**config.mk**
```make
export PLATFORM = sky130hd
export DESIGN_NAME = branch_resolution_queue_flat
export DESIGN_NICKNAME = d
export VERILOG_FILES = /design/src/rtl/brq_pkg.sv /design/src/rtl/branch_resolution_queue_if.sv /design/src/rtl/brq_flush_ctrl.sv /design/src/rtl/branch_resolution_queue.sv /design/src/flat_wrapper.sv
export SDC_FILE = /design/constraint.sdc
export NUM_CORES = 1
export LEC_CHECK = 0
export CAP_MARGIN = 20
export CORE_MARGIN = 2
export CORE_UTILIZATION = 25
export DETAILED_ROUTE_END_ITERATION = 10
export GPL_TIMING_DRIVEN = 0
export PLACE_DENSITY = 0.47
export SYNTH_ARGS = -nofsm -noshare
export SYNTH_HDL_FRONTEND = slang
export SYNTH_HIERARCHICAL = 1
export SYNTH_SLANG_ARGS = --single-unit
```
**constraint.sdc**
```tcl
create_clock -name clk -period 5.11 [get_ports clk]
set_clock_uncertainty 0.15 [all_clocks]
set_input_delay 1.022 -clock clk [delete_from_list [all_inputs] [get_ports clk]]
set_output_delay 1.022 -clock clk [all_outputs]
set_load 0.01 [all_outputs]
```
**src/rtl/brq_pkg.sv**
```systemverilog
// Shared types and helpers for the branch resolution queue.
// Tracks predicted branches in program order between fetch and predictor training.
package brq_pkg;

  localparam int unsigned INSN_BYTES   = 4;
  localparam int unsigned BRQ_PC_WIDTH = 32;

  typedef enum logic [0:0] {
    RUN   = 1'b0,
    BLOCK = 1'b1
  } brq_state_t;

  typedef struct packed {
    logic                    valid;
    logic                    resolved;
    logic [BRQ_PC_WIDTH-1:0] pc;
    logic                    pred_taken;
    logic [BRQ_PC_WIDTH-1:0] pred_target;
    logic                    act_taken;
    logic [BRQ_PC_WIDTH-1:0] act_target;
  } brq_entry_t;

  // Age is measured as distance from head, so the compare survives pointer wrap.
  function automatic logic is_younger(input int unsigned tag, input int unsigned ref_tag,
                                      input int unsigned head, input int unsigned depth);
    return ((tag + depth - head) % depth) > ((ref_tag + depth - head) % depth);
  endfunction

endpackage

```
**src/rtl/branch_resolution_queue_if.sv**
```systemverilog
// Fetch/execute/predictor-update bundle of the branch resolution queue.
interface branch_resolution_queue_if #(
  parameter int unsigned PC_WIDTH  = 32,
  parameter int unsigned PTR_WIDTH = 3
);
  logic                 alloc_valid;
  logic                 alloc_ready;
  logic [PC_WIDTH-1:0]  alloc_pc;
  logic                 alloc_pred_taken;
  logic [PC_WIDTH-1:0]  alloc_pred_target;
  logic [PTR_WIDTH-1:0] alloc_tag;
  logic                 resolve_valid;
  logic [PTR_WIDTH-1:0] resolve_tag;
  logic                 resolve_taken;
  logic [PC_WIDTH-1:0]  resolve_target;
  logic                 upd_valid;
  logic [PC_WIDTH-1:0]  upd_pc;
  logic                 upd_taken;
  logic [PC_WIDTH-1:0]  upd_target;
  logic                 flush;
  logic [PC_WIDTH-1:0]  recover_pc;
  logic [PTR_WIDTH:0]   count;
  logic                 empty;
  logic                 full;

  modport master (
    output alloc_valid, alloc_pc, alloc_pred_taken, alloc_pred_target,
           resolve_valid, resolve_tag, resolve_taken, resolve_target,
    input  alloc_ready, alloc_tag, upd_valid, upd_pc, upd_taken, upd_target,
           flush, recover_pc, count, empty, full
  );

  modport slave (
    input  alloc_valid, alloc_pc, alloc_pred_taken, alloc_pred_target,
           resolve_valid, resolve_tag, resolve_taken, resolve_target,
    output alloc_ready, alloc_tag, upd_valid, upd_pc, upd_taken, upd_target,
           flush, recover_pc, count, empty, full
  );
endinterface

```
**src/rtl/brq_flush_ctrl.sv**
```systemverilog
// RUN/BLOCK control: registers the flush pulse and recovery PC, then holds
// allocation off for FLUSH_CYCLES cycles after each mispredict.
module brq_flush_ctrl
  import brq_pkg::*;
#(
  parameter int unsigned PC_WIDTH     = BRQ_PC_WIDTH,
  parameter int unsigned FLUSH_CYCLES = 2
) (
  input  logic                clk,
  input  logic                reset,
  input  logic                mispredict,
  input  logic                resolve_taken,
  input  logic [PC_WIDTH-1:0] resolve_target,
  input  logic [PC_WIDTH-1:0] branch_pc,
  output brq_state_t          state,
  output logic                flush,
  output logic [PC_WIDTH-1:0] recover_pc
);
  localparam int unsigned CNT_W = $clog2(FLUSH_CYCLES + 1);
  localparam logic [CNT_W-1:0] CNT_ONE = 1;

  logic [CNT_W-1:0] block_cnt;

  always_ff @(posedge clk or negedge reset) begin
    if (!reset) begin
      state      <= RUN;
      block_cnt  <= '0;
      flush      <= 1'b0;
      recover_pc <= '0;
    end else begin
      flush <= mispredict;
      if (mispredict) begin
        // a mispredict during BLOCK restarts the blocking window
        state      <= BLOCK;
        block_cnt  <= CNT_W'(FLUSH_CYCLES);
        recover_pc <= resolve_taken ? resolve_target : branch_pc + PC_WIDTH'(INSN_BYTES);
      end else if (state == BLOCK) begin
        if (block_cnt <= CNT_ONE) begin
          state     <= RUN;
          block_cnt <= '0;
        end else begin
          block_cnt <= block_cnt - CNT_ONE;
        end
      end
    end
  end

endmodule

```
**src/rtl/branch_resolution_queue.sv**
```systemverilog
// In-order queue of predicted branches: out-of-order resolve by tag, mispredict
// squash/flush, and one predictor/BTB update per branch retired from the head.
module branch_resolution_queue
  import brq_pkg::*;
#(
  parameter int unsigned PC_WIDTH     = BRQ_PC_WIDTH,
  parameter int unsigned DEPTH        = 8,
  parameter int unsigned PTR_WIDTH    = 3,
  parameter int unsigned FLUSH_CYCLES = 2
) (
  input logic                      clk,
  input logic                      reset,
  branch_resolution_queue_if.slave bus
);
  localparam logic [PTR_WIDTH-1:0] PTR_ONE = 1;
  localparam logic [PTR_WIDTH:0]   CNT_ONE = 1;

  brq_entry_t           entries [DEPTH];
  brq_entry_t           alloc_e;
  brq_state_t           state;
  logic [PTR_WIDTH-1:0] head, tail, res_age;
  logic [PTR_WIDTH:0]   count_q, count_d, squash_n;
  logic                 full_now, res_hit, mispredict_now, alloc_fire, retire_fire;
  logic                 upd_valid_q, upd_taken_q;
  logic [PC_WIDTH-1:0]  upd_pc_q, upd_target_q;

  assign full_now       = (count_q == (PTR_WIDTH+1)'(DEPTH));
  assign res_hit        = bus.resolve_valid && entries[bus.resolve_tag].valid
                          && !entries[bus.resolve_tag].resolved;
  assign mispredict_now = res_hit &&
                          ((bus.resolve_taken != entries[bus.resolve_tag].pred_taken) ||
                           (bus.resolve_taken &&
                            (bus.resolve_target != PC_WIDTH'(entries[bus.resolve_tag].pred_target))));
  assign alloc_fire     = bus.alloc_valid && bus.alloc_ready;
  assign retire_fire    = entries[head].valid && entries[head].resolved;

  // everything behind the mispredicted entry, measured from the pre-cycle head
  assign res_age  = bus.resolve_tag - head;
  assign squash_n = count_q - {1'b0, res_age} - CNT_ONE;

  always_comb begin
    alloc_e             = '0;
    alloc_e.valid       = 1'b1;
    alloc_e.pc          = BRQ_PC_WIDTH'(bus.alloc_pc);
    alloc_e.pred_taken  = bus.alloc_pred_taken;
    alloc_e.pred_target = BRQ_PC_WIDTH'(bus.alloc_pred_target);
  end

  always_comb begin
    count_d = count_q;
    if (mispredict_now) count_d = count_d - squash_n;
    if (retire_fire)    count_d = count_d - CNT_ONE;
    if (alloc_fire)     count_d = count_d + CNT_ONE;
  end

  always_ff @(posedge clk or negedge reset) begin
    if (!reset) begin
      for (int unsigned i = 0; i < DEPTH; i++) entries[i] <= '0;
      head         <= '0;
      tail         <= '0;
      count_q      <= '0;
      upd_valid_q  <= 1'b0;
      upd_taken_q  <= 1'b0;
      upd_pc_q     <= '0;
      upd_target_q <= '0;
    end else begin
      if (mispredict_now) begin
        for (int unsigned i = 0; i < DEPTH; i++)
          if (is_younger(i, 32'(bus.resolve_tag), 32'(head), DEPTH)) entries[i].valid <= 1'b0;
        tail <= bus.resolve_tag + PTR_ONE;
      end else if (alloc_fire) begin
        entries[tail] <= alloc_e;
        tail          <= tail + PTR_ONE;
      end
      if (res_hit) begin
        entries[bus.resolve_tag].resolved   <= 1'b1;
        entries[bus.resolve_tag].act_taken  <= bus.resolve_taken;
        entries[bus.resolve_tag].act_target <= BRQ_PC_WIDTH'(bus.resolve_target);
      end
      upd_valid_q <= retire_fire;
      if (retire_fire) begin
        entries[head].valid <= 1'b0;
        head                <= head + PTR_ONE;
        upd_pc_q            <= PC_WIDTH'(entries[head].pc);
        upd_taken_q         <= entries[head].act_taken;
        upd_target_q        <= PC_WIDTH'(entries[head].act_target);
      end
      count_q <= count_d;
    end
  end

  brq_flush_ctrl #(
    .PC_WIDTH     (PC_WIDTH),
    .FLUSH_CYCLES (FLUSH_CYCLES)
  ) u_flush_ctrl (
    .clk            (clk),
    .reset          (reset),
    .mispredict     (mispredict_now),
    .resolve_taken  (bus.resolve_taken),
    .resolve_target (bus.resolve_target),
    .branch_pc      (PC_WIDTH'(entries[bus.resolve_tag].pc)),
    .state          (state),
    .flush          (bus.flush),
    .recover_pc     (bus.recover_pc)
  );

  assign bus.alloc_ready = (state == RUN) && !full_now && !mispredict_now;
  assign bus.alloc_tag   = tail;
  assign bus.count       = count_q;
  assign bus.empty       = (count_q == '0);
  assign bus.full        = full_now;
  assign bus.upd_valid   = upd_valid_q;
  assign bus.upd_pc      = upd_pc_q;
  assign bus.upd_taken   = upd_taken_q;
  assign bus.upd_target  = upd_target_q;

endmodule

```
**src/flat_wrapper.sv**
```systemverilog
// flat-port wrapper written by rule: the top's interface ports become plain ports
module branch_resolution_queue_flat import brq_pkg::*;
#(
  parameter int unsigned PC_WIDTH     = BRQ_PC_WIDTH,
  parameter int unsigned DEPTH        = 8,
  parameter int unsigned PTR_WIDTH    = 3,
  parameter int unsigned FLUSH_CYCLES = 2
)
  (clk, reset, bus_alloc_valid, bus_alloc_pc, bus_alloc_pred_taken, bus_alloc_pred_target, bus_resolve_valid, bus_resolve_tag, bus_resolve_taken, bus_resolve_target, bus_alloc_ready, bus_alloc_tag, bus_upd_valid, bus_upd_pc, bus_upd_taken, bus_upd_target, bus_flush, bus_recover_pc, bus_count, bus_empty, bus_full);
  branch_resolution_queue_if #(.PC_WIDTH(PC_WIDTH), .PTR_WIDTH(PTR_WIDTH)) bus_i ();
  input logic clk;
  input logic reset;
  input wire logic [$bits(bus_i.alloc_valid)-1:0] bus_alloc_valid;
  input wire logic [$bits(bus_i.alloc_pc)-1:0] bus_alloc_pc;
  input wire logic [$bits(bus_i.alloc_pred_taken)-1:0] bus_alloc_pred_taken;
  input wire logic [$bits(bus_i.alloc_pred_target)-1:0] bus_alloc_pred_target;
  input wire logic [$bits(bus_i.resolve_valid)-1:0] bus_resolve_valid;
  input wire logic [$bits(bus_i.resolve_tag)-1:0] bus_resolve_tag;
  input wire logic [$bits(bus_i.resolve_taken)-1:0] bus_resolve_taken;
  input wire logic [$bits(bus_i.resolve_target)-1:0] bus_resolve_target;
  output wire logic [$bits(bus_i.alloc_ready)-1:0] bus_alloc_ready;
  output wire logic [$bits(bus_i.alloc_tag)-1:0] bus_alloc_tag;
  output wire logic [$bits(bus_i.upd_valid)-1:0] bus_upd_valid;
  output wire logic [$bits(bus_i.upd_pc)-1:0] bus_upd_pc;
  output wire logic [$bits(bus_i.upd_taken)-1:0] bus_upd_taken;
  output wire logic [$bits(bus_i.upd_target)-1:0] bus_upd_target;
  output wire logic [$bits(bus_i.flush)-1:0] bus_flush;
  output wire logic [$bits(bus_i.recover_pc)-1:0] bus_recover_pc;
  output wire logic [$bits(bus_i.count)-1:0] bus_count;
  output wire logic [$bits(bus_i.empty)-1:0] bus_empty;
  output wire logic [$bits(bus_i.full)-1:0] bus_full;
  assign bus_i.alloc_valid = bus_alloc_valid;
  assign bus_i.alloc_pc = bus_alloc_pc;
  assign bus_i.alloc_pred_taken = bus_alloc_pred_taken;
  assign bus_i.alloc_pred_target = bus_alloc_pred_target;
  assign bus_i.resolve_valid = bus_resolve_valid;
  assign bus_i.resolve_tag = bus_resolve_tag;
  assign bus_i.resolve_taken = bus_resolve_taken;
  assign bus_i.resolve_target = bus_resolve_target;
  assign bus_alloc_ready = bus_i.alloc_ready;
  assign bus_alloc_tag = bus_i.alloc_tag;
  assign bus_upd_valid = bus_i.upd_valid;
  assign bus_upd_pc = bus_i.upd_pc;
  assign bus_upd_taken = bus_i.upd_taken;
  assign bus_upd_target = bus_i.upd_target;
  assign bus_flush = bus_i.flush;
  assign bus_recover_pc = bus_i.recover_pc;
  assign bus_count = bus_i.count;
  assign bus_empty = bus_i.empty;
  assign bus_full = bus_i.full;
  branch_resolution_queue #(.PC_WIDTH(PC_WIDTH), .DEPTH(DEPTH), .PTR_WIDTH(PTR_WIDTH), .FLUSH_CYCLES(FLUSH_CYCLES)) u_core (.clk(clk), .reset(reset), .bus(bus_i));
endmodule
```
==> results.md, run 1 <==
- Dividing the final minimum period by the clock period gives 100%.
- Across all setup checks in the final design, the least slack found is -0.0153 ns.
- The post-detailed-route DRC marker count is 0.
- The startpoint type of the worst setup path is a primary input.
- The power density relative to cell area is 652 nW/um^2.
- The analysis attributes to cell leakage a power of between 0.02 and 0.025 uW.
- No sink is reached through more buffers than the 3 on the longest clock path.
- The root buffer cell chosen for the clock tree is clkbuf_16.
- The number of placed cells counting well taps is approximately 6300.
- TritonCTS built the clock tree.
- The overall die area is about 180000 sq um.
- The proportion of power drawn by flip-flops and latches is between 30% and 40%.
- Entering global routing, the biggest net connects 120 pins.
- The clock network accounts for 22.4% of the total power.
- Detailed placement finished with a half-perimeter wire length of between 100000 and 150000 microns.
- The number of filler instances in the final layout is about 18000.
- Once detail routing completed, the nets flagged for antenna violations numbered 0.
- The category of the most critical setup path is primary input to output port.
- The maximum fanout encountered on the critical timing path is 9.
- The synthesized area divided by synthesized cell count is roughly 12 sq um.
- The number of antenna violations at the first check in global routing was 23.
- The clock reaches the later pin of the worst-skew pair after around 0.75 ns.
- Of the cells placed in the final design, the portion with a size suffix greater than 1 is approximately a quarter.
- The actual transition at the worst max-transition pin is 1.30 ns.
- The final reports fail on setup timing.
- The number of different library cells used by synthesis comes to approximately 70.
- The number of port buffers is roughly 210.
- The final global-route overflow total is 0.
- The via count of the first global-routing pass was approximately 34000.
- The final number of hold-violating endpoints is 0.
- The standard cell core area is between 150000 and 200000 sq um.
- Registers take between 20000 and 25000 sq um.
- Once layout is done, the placed cells without fillers occupy 54100 sq um.
- The post-synthesis cell area is ~44000 sq um.
- The area fraction of the dominant cell type after synthesis is roughly 52%.
- The classification of the worst-slack hold path is primary input to async pin.
- The first detailed-routing pass took 6 iterations.
- The area added between synthesis and finish is 23.0%.
- The initial standard-cell utilization of the core is around 25%.
- In this run the tightest slew margin relative to its limit is around 13%.
- The flip-flop cell with the highest count after synthesis is dfrtp_1.
- The count of vias placed by the detailed router is 34000.
- Yosys printed 6 warnings.
- The cell count after synthesis is 3743.
- The synthesized design contains 0 enable-type register cells.
- The switching power share of the total is 37.3%.
- The mean routed wirelength per cell is about 30 microns.
- The minimum clock period is 5.13 ns.
- The proportion of synthesized chip area in sequential cells is 51.9%.
- Internal power comes to roughly 22000 uW.
- After synthesis, the share of flip-flops with an asynchronous set or reset is 100%.
- The post-synthesis register bit count is ~910.
- The switching power summed over all nets is roughly 13000 uW.
- After synthesis, the cell types taking the most area are dfrtp_1, mux2_2, mux4_2, nand2_1, o21ai_0.
- The worst-case IR drop observed on VDD is roughly 0.36 mV.
- The count of H-tree levels built during CTS is 3.
- The final layout contains routed wiring with a total length of roughly 200000 microns.
- CTS saw 912 sinks.
- The count of pins over their slew limit was 0.
- The arrival time at the worst endpoint is about 4 ns.
- The finished layout holds between 6000 and 7000 standard cells, fillers aside.
- The flow ran to the end, but the final reports show violations.
- Clock-pin slew was measured on the worst setup and hold paths at roughly 0.06 ns.
- Counting instances in the post-synthesis netlist gives the leading cell types as dfrtp_1, nand2_1, mux2_2, o21ai_0, clkbuf_1.
- The net count of the finished layout is 4259.
- The synthesized net count is 3874.
- Setup repair after global routing could not meet its margin everywhere.
- The number of max-cap violations is 0.
- The total cell area at the placement stage is around 50000 sq um.
- Global routing used 21.3% of the available tracks across all layers.
- The number of top-level pins is about 210.
- The first global-routing pass estimated about 270000 microns of wire.
- In this run the horizontal extent of the chip is approximately 420 microns.
- In the final layout, the multi-input gates occupy roughly 20000 sq um.
- Based on the critical path, the design can be clocked at up to just under 200 MHz.
- Once layout is complete, the utilization of the core stands at between 30 and 40%.
- The detail-routed via count per cell is slightly above 5.
- The final setup violation count is 1.
- The worst setup path is captured at an output port.
- Data on the critical path is required at its endpoint by between 3 and 4 ns.
- At the end of routability-driven placement, the weighted congestion stood at 0.871.
- Clock tree synthesis inserted a total of between 100 and 150 buffers.
- The timing startpoint of the critical path is bus_resolve_target[14].
- The most repeated cell in the gate-level netlist after synthesis is dfrtp_1.
- The library cell with the largest summed area after synthesis is dfrtp_1.
- The total of hold buffers inserted after clock tree synthesis is 0.
- The vertical die dimension is ~420 microns.
- The floorplan has between 150 and 200 rows.
- On the final layout, the worst hold slack is 0.156 ns.
- The combinational cell fraction of total power is about two fifths.
- For this block, the initial DRC count from the detailed router was approximately 3600.
==> cell families after synthesis <==
| family | count (synthesis) | share of synthesized area [%] |
|---|---|---|
| xor gates and xnor gates | 70 | 1.39 |
| muxes | 771 | 23.9 |
| DFF | 912 | 51.9 |
| AOI/OAI and AO/OA | 638 | 9.04 |
| buffers and inverters | 329 | 3.38 |
| adders and majority gates | 26 | 0.756 |
| and+or+nand+nor | 997 | 9.67 |
==> repair_timing <==
action / in CTS / in global routing
setup endpoints to repair: 790 / 67
pin swaps: 11 / 7
cloned: 0 / 1
gates resized for setup: 75 / 43
buffers inserted: 19 / 10
==> cells in the final DEF (no fill, tap or decap), types with 9 or more instances in the layout <==
cell             instances
a21o_1                  10
a21oi_1                 22
a221oi_1                22
a222oi_1                10
a22o_1                  15
a22oi_1                108
a31oi_1                 77
and3_1                   9
buf_1                   38
buf_12                   9
buf_16                  14
buf_2                   46
buf_4                   49
buf_6                   16
buf_8                   31
clkbuf_1               177
clkbuf_16              108
clkbuf_8                28
clkdlybuf4s50_1        208
clkinv_2                25
dfrtp_1                912
ha_1                    25
inv_1                   24
mux2_2                 502
mux2_4                  36
mux2i_1                 55
mux4_2                 159
nand2_1                736
nand3_1                 47
nand4_1                 20
nor2_1                  93
nor2b_1                 12
nor3_1                  13
o21ai_0                313
xnor2_1                 38
xor2_1                  32
==> power by group through the flow <==
stage	clock network [uW]	logic, uW	registers, uW
5_1_grt	8340	15100	13600
3_5_place_dp	0	13900	13200
4_1_cts	8050	14100	13100
3_3_place_gp	0	13500	13300
6_report	7910	14200	13200
2_1_floorplan	0	8590	12500
==> worst max-delay path, stage by stage <==
cell,delay (ns)
clkdlybuf4s50_1,0.53
clkbuf_1,0.93
xnor2_1,0.21
nor4_2,0.33
and4_4,0.30
a211oi_4,0.09
buf_12,0.18
nor3_4,0.18
buf_2,0.17
==> path summary, 6_finish.rpt <==
| kind | endpoint | depth (start not counted) | slack [ns] |
|---|---|---|---|
| max in group asynchronous | u_core/u_flush_ctrl/recover_pc[24] | 5 | 2.22 |
| max reg2reg | flop | 13 | 0.34 |
| min in group clk | u_core/u_flush_ctrl/block_cnt[1] | 1 | 0.33 |
| min reg2reg | u_core/u_flush_ctrl/block_cnt[1] | 1 | 0.33 |
| min | u_core/u_flush_ctrl/flush | 1 | 0.16 |
| max | bus_alloc_ready | 9 | -0.02 |
==> stage by stage <==
stage,total power (uW),TNS [ns],worst slack (ns)
after CTS,35200,-0.307,-0.307
final,35300,-0.0153,-0.0153
after detailed placement,27100,-926.07,-2.29
after global placement,26700,-,-41.34
after floorplan,21100,0,0.154
after global routing,37000,-0.0422,-0.0422
==> metal layers <==
metal	track usage, %	vias to the layer above	wire, microns
met5	0	-	36
met4	10.6	6	10600
met3	4.34	397	13600
met2	34.0	1448	90400
met1	27.4	18000	79700
li1	-	14200	-
==> cell type report <==
class	count	area share [%]
antenna	6	0.0277
buffer	291	2.85
clock buffer	157	5.81
clock inverter	40	0.879
inverter	28	0.199
multi-input combinational	2502	36.8
sequential	912	42.2
tap	2325	5.38
timing repair buffer	287	5.88
(Power assumes the default switching activity.)
==> run 2, diff against run 1 <==
Settings changed: SKIP_LAST_GASP from default to 1.
==> run 2 against run 1 <==
Compared with the run above: the run now ends clean; clock-buffer cell count stayed put; clock power is essentially flat; final area is the same; flip-flop and latch count unchanged; largest power group unchanged; hold slack worse by 0.0013 ns; power hardly changed; die area unchanged; setup slack better by 0.024 ns; sequential share of layout area unchanged.
==> results.md, run 2 (synthesis results as in run 1) <==
- The relative slew slack is 10.8% (-2.1 points).
- The via count of the first global-routing pass came to 34000 (+0.0088%).
- The vertical die dimension is 424 microns (unchanged).
- The worst setup path is launched from a primary input.
- The flow ran to the end, and the final reports show no timing, DRC or antenna violations.
- The ratio of cells with drive above 1 in the final layout is 26.3% (unchanged).
- The post-route core utilization is 31.0% (unchanged).
- The area added between synthesis and finish is 23.0% (unchanged).
- The minimum clock period is 5.10 ns (-0.0241 ns).
- The routing usage on met1 is 27.4% (unchanged).
- The worst-skew pair later-pin latency is 0.75 ns (about the same).
- The final number of hold-violating endpoints is 0 (unchanged).
- The maximum fanout encountered on the critical timing path is 9 (unchanged).
- The peak ir drop on the vdd network was 0.358 mV (-0.28%).
- The total length of routed wires is 194000 microns (-0.11%).
- The classification of the worst-slack hold path is primary input to async pin.
- The combinational cell fraction of total power is 40.2% (about the same).
- The count of H-tree levels built during CTS is 3 (unchanged).
- CTS placed an instance of clkbuf_16 at the clock tree root.
- The remaining number of nets flagged by the antenna check after routing is 0 (unchanged).
- The slack of the worst reg-to-reg path was 0.35 ns (about the same).
- The final global-route overflow total came to 0 (unchanged).
- In this run the worst setup path begins at bus_resolve_target[14].
- The total clock buffers created by CTS came to 106 (unchanged).
- The required time of the worst setup path is 3.94 ns (about the same).
- The number of core rows is 153 (unchanged).
- The number of port buffers was 213 (unchanged).
- The total cell area at the placement stage was 49800 sq um (unchanged).
- The final setup violation count came to 0 (-1).
- The mean routed wirelength per cell is 29.6 microns (-0.11%).
- The initial standard-cell utilization of the core came to 25.2% (unchanged).
- The post-CTS clock slew at the launch and capture registers of the worst setup and hold paths is 0.06 ns (about the same).
- The final layout net count is 4259 (unchanged).
- The final non-filler cell area is 54100 sq um (unchanged).
- The proportion of power drawn by flip-flops and latches is 37.4% (about the same).
- The final setup TNS is 0 ns (+0.0153 ns).
- The overall die area is 179000 sq um (unchanged).
- Leaving out fill and tap cells, the most frequent cells in the layout are dfrtp_1, nand2_1, mux2_2.
- The number of top-level pins is 214 (unchanged).
- Setup repair after global routing could not meet its margin everywhere.
- The post-detailed-route DRC marker count is 0 (unchanged).
- The pre-CTS worst setup slack is -2.29 ns (unchanged).
- The number of max-cap violations was 0 (unchanged).
- The detail-routed via count per cell is 5.19 (about the same).
- The largest buffer count on any clock path was 3 (unchanged).
- The leakage power summed over all cells is 0.0219 uW (unchanged).
- The number of antenna violations at the first check in global routing was 23 (unchanged).
- The final period utilization is 99.8% (-0.47 points).
- The final worst setup slack is 0.00877 ns (+0.0241 ns).
- The all-layer global routing usage is 21.3% (unchanged).
- The endpoint kind of the worst setup timing path is an output port.
- The arrival time at the worst endpoint is 3.93 ns (-0.02 ns).
- The clock network fraction of total power is 22.4% (about the same).
- The placed wire-length estimate came to 137000 microns (unchanged).
- The busiest layer in global routing is met2.
- The count of vias placed by the detailed router is 34000 (-0.091%).
- The largest net degree at the start of global routing was 120 (unchanged).
- TritonCTS built the clock tree.
- The first-iteration detailed-routing DRC count is 3580 (-1.2%).
- The power density relative to cell area is 651 nW/um^2 (about the same).
- The actual transition at the worst max-transition pin is 1.33 ns (+0.0309 ns).
- The total of hold buffers inserted after clock tree synthesis was 0 (unchanged).
- The worst setup path is of the primary input to output port kind.
- The met3 layer usage reported by global route is 4.34% (unchanged).
- The count of pins over their slew limit is 0 (unchanged).
- The highest attainable clock frequency is 196 MHz (+0.47%).
- The number of iterations in the first detailed-routing pass was 7 (+1).
- Leaving out fill and tap cells, the most frequent cell in the layout is dfrtp_1.
- The standard cell core area came to 174000 sq um (unchanged).
- The met2 track utilization from global routing came to 34.0% (unchanged).
- The switching power summed over all nets was 13100 uW (-0.26%).
- The switching power share of the total is 37.3% (-0.059 points).
- The final weighted congestion of routability-driven global placement is 0.871 (unchanged).
- The CTS sink count is 912 (unchanged).
- The wire length of the first global-routing pass came to 272000 microns (about the same).
- The cell internal power dissipation is 22100 uW (about the same).
- The die extent in x came to 424 microns (unchanged).
-- run 2: critical path: stages --
cell and delay, ns:
clkdlybuf4s50_1 0.52, clkbuf_1 0.92, xnor2_1 0.21, nor4_2 0.33
and4_4 0.30, a211oi_4 0.09, buf_12 0.18, nor3_4 0.18
buf_2 0.17
-- run 2: path summary, 6_finish.rpt --
check / endpoint / depth (start not counted)
setup reg to reg: flop / 13
setup / recovery: bus_alloc_ready / 9
hold / removal: u_core/u_flush_ctrl/flush / 1
hold reg to reg: flop / 1
max in group asynchronous: u_core/u_flush_ctrl/recover_pc[24] / 5
min in group clk: flop / 1
-- run 2: metrics by stage --
stage                     total power (uW)  hold slack [ns]  instances
after global routing                 37000            0.203       6547
after global placement               26700            0.310       6281
after CTS                            35200            0.161       6532
after floorplan                      21100            0.300       3743
after detailed placement             27100            0.320       6321
final                                35200            0.155       6548
-- run 2: timing repair --
action | 4_1_cts | 5_1_grt
pin swaps | 10 | 7
buffers inserted | 19 | 10
resized for setup | 74 | 44
cloned | 0 | 1
setup endpoints to repair | 790 | 64
endpoints found under the hold margin | 0 | 0
-- run 2: area by class of cell --
type	instances	area, sq um
diodes	6	15.0
multi-input cells	2502	19900
plain buffers	291	1540
clock inverters	40	475
clock buffers	157	3150
repair buffers	287	3180
well taps	2325	2910
fillers	17800	120000
flip-flops and latches	912	22800
inverters	28	108
-- run 2: routing by layer --
metal | share of wire (%) | up-vias
li1 | - | 14200
met1 | 41 | 18000
met2 | 47 | 1443
met3 | 7.0 | 395
met4 | 5.4 | 6
met5 | 0.019 | -
-- run 2: power groups by stage --
stage | Combinational, uW | Sequential (uW) | Clock (uW)
after floorplan | 8590 | 12500 | 0
after global placement | 13500 | 13300 | 0
after detailed placement | 13900 | 13200 | 0
after CTS | 14100 | 13100 | 8050
after global routing | 15100 | 13600 | 8340
final | 14200 | 13200 | 7900
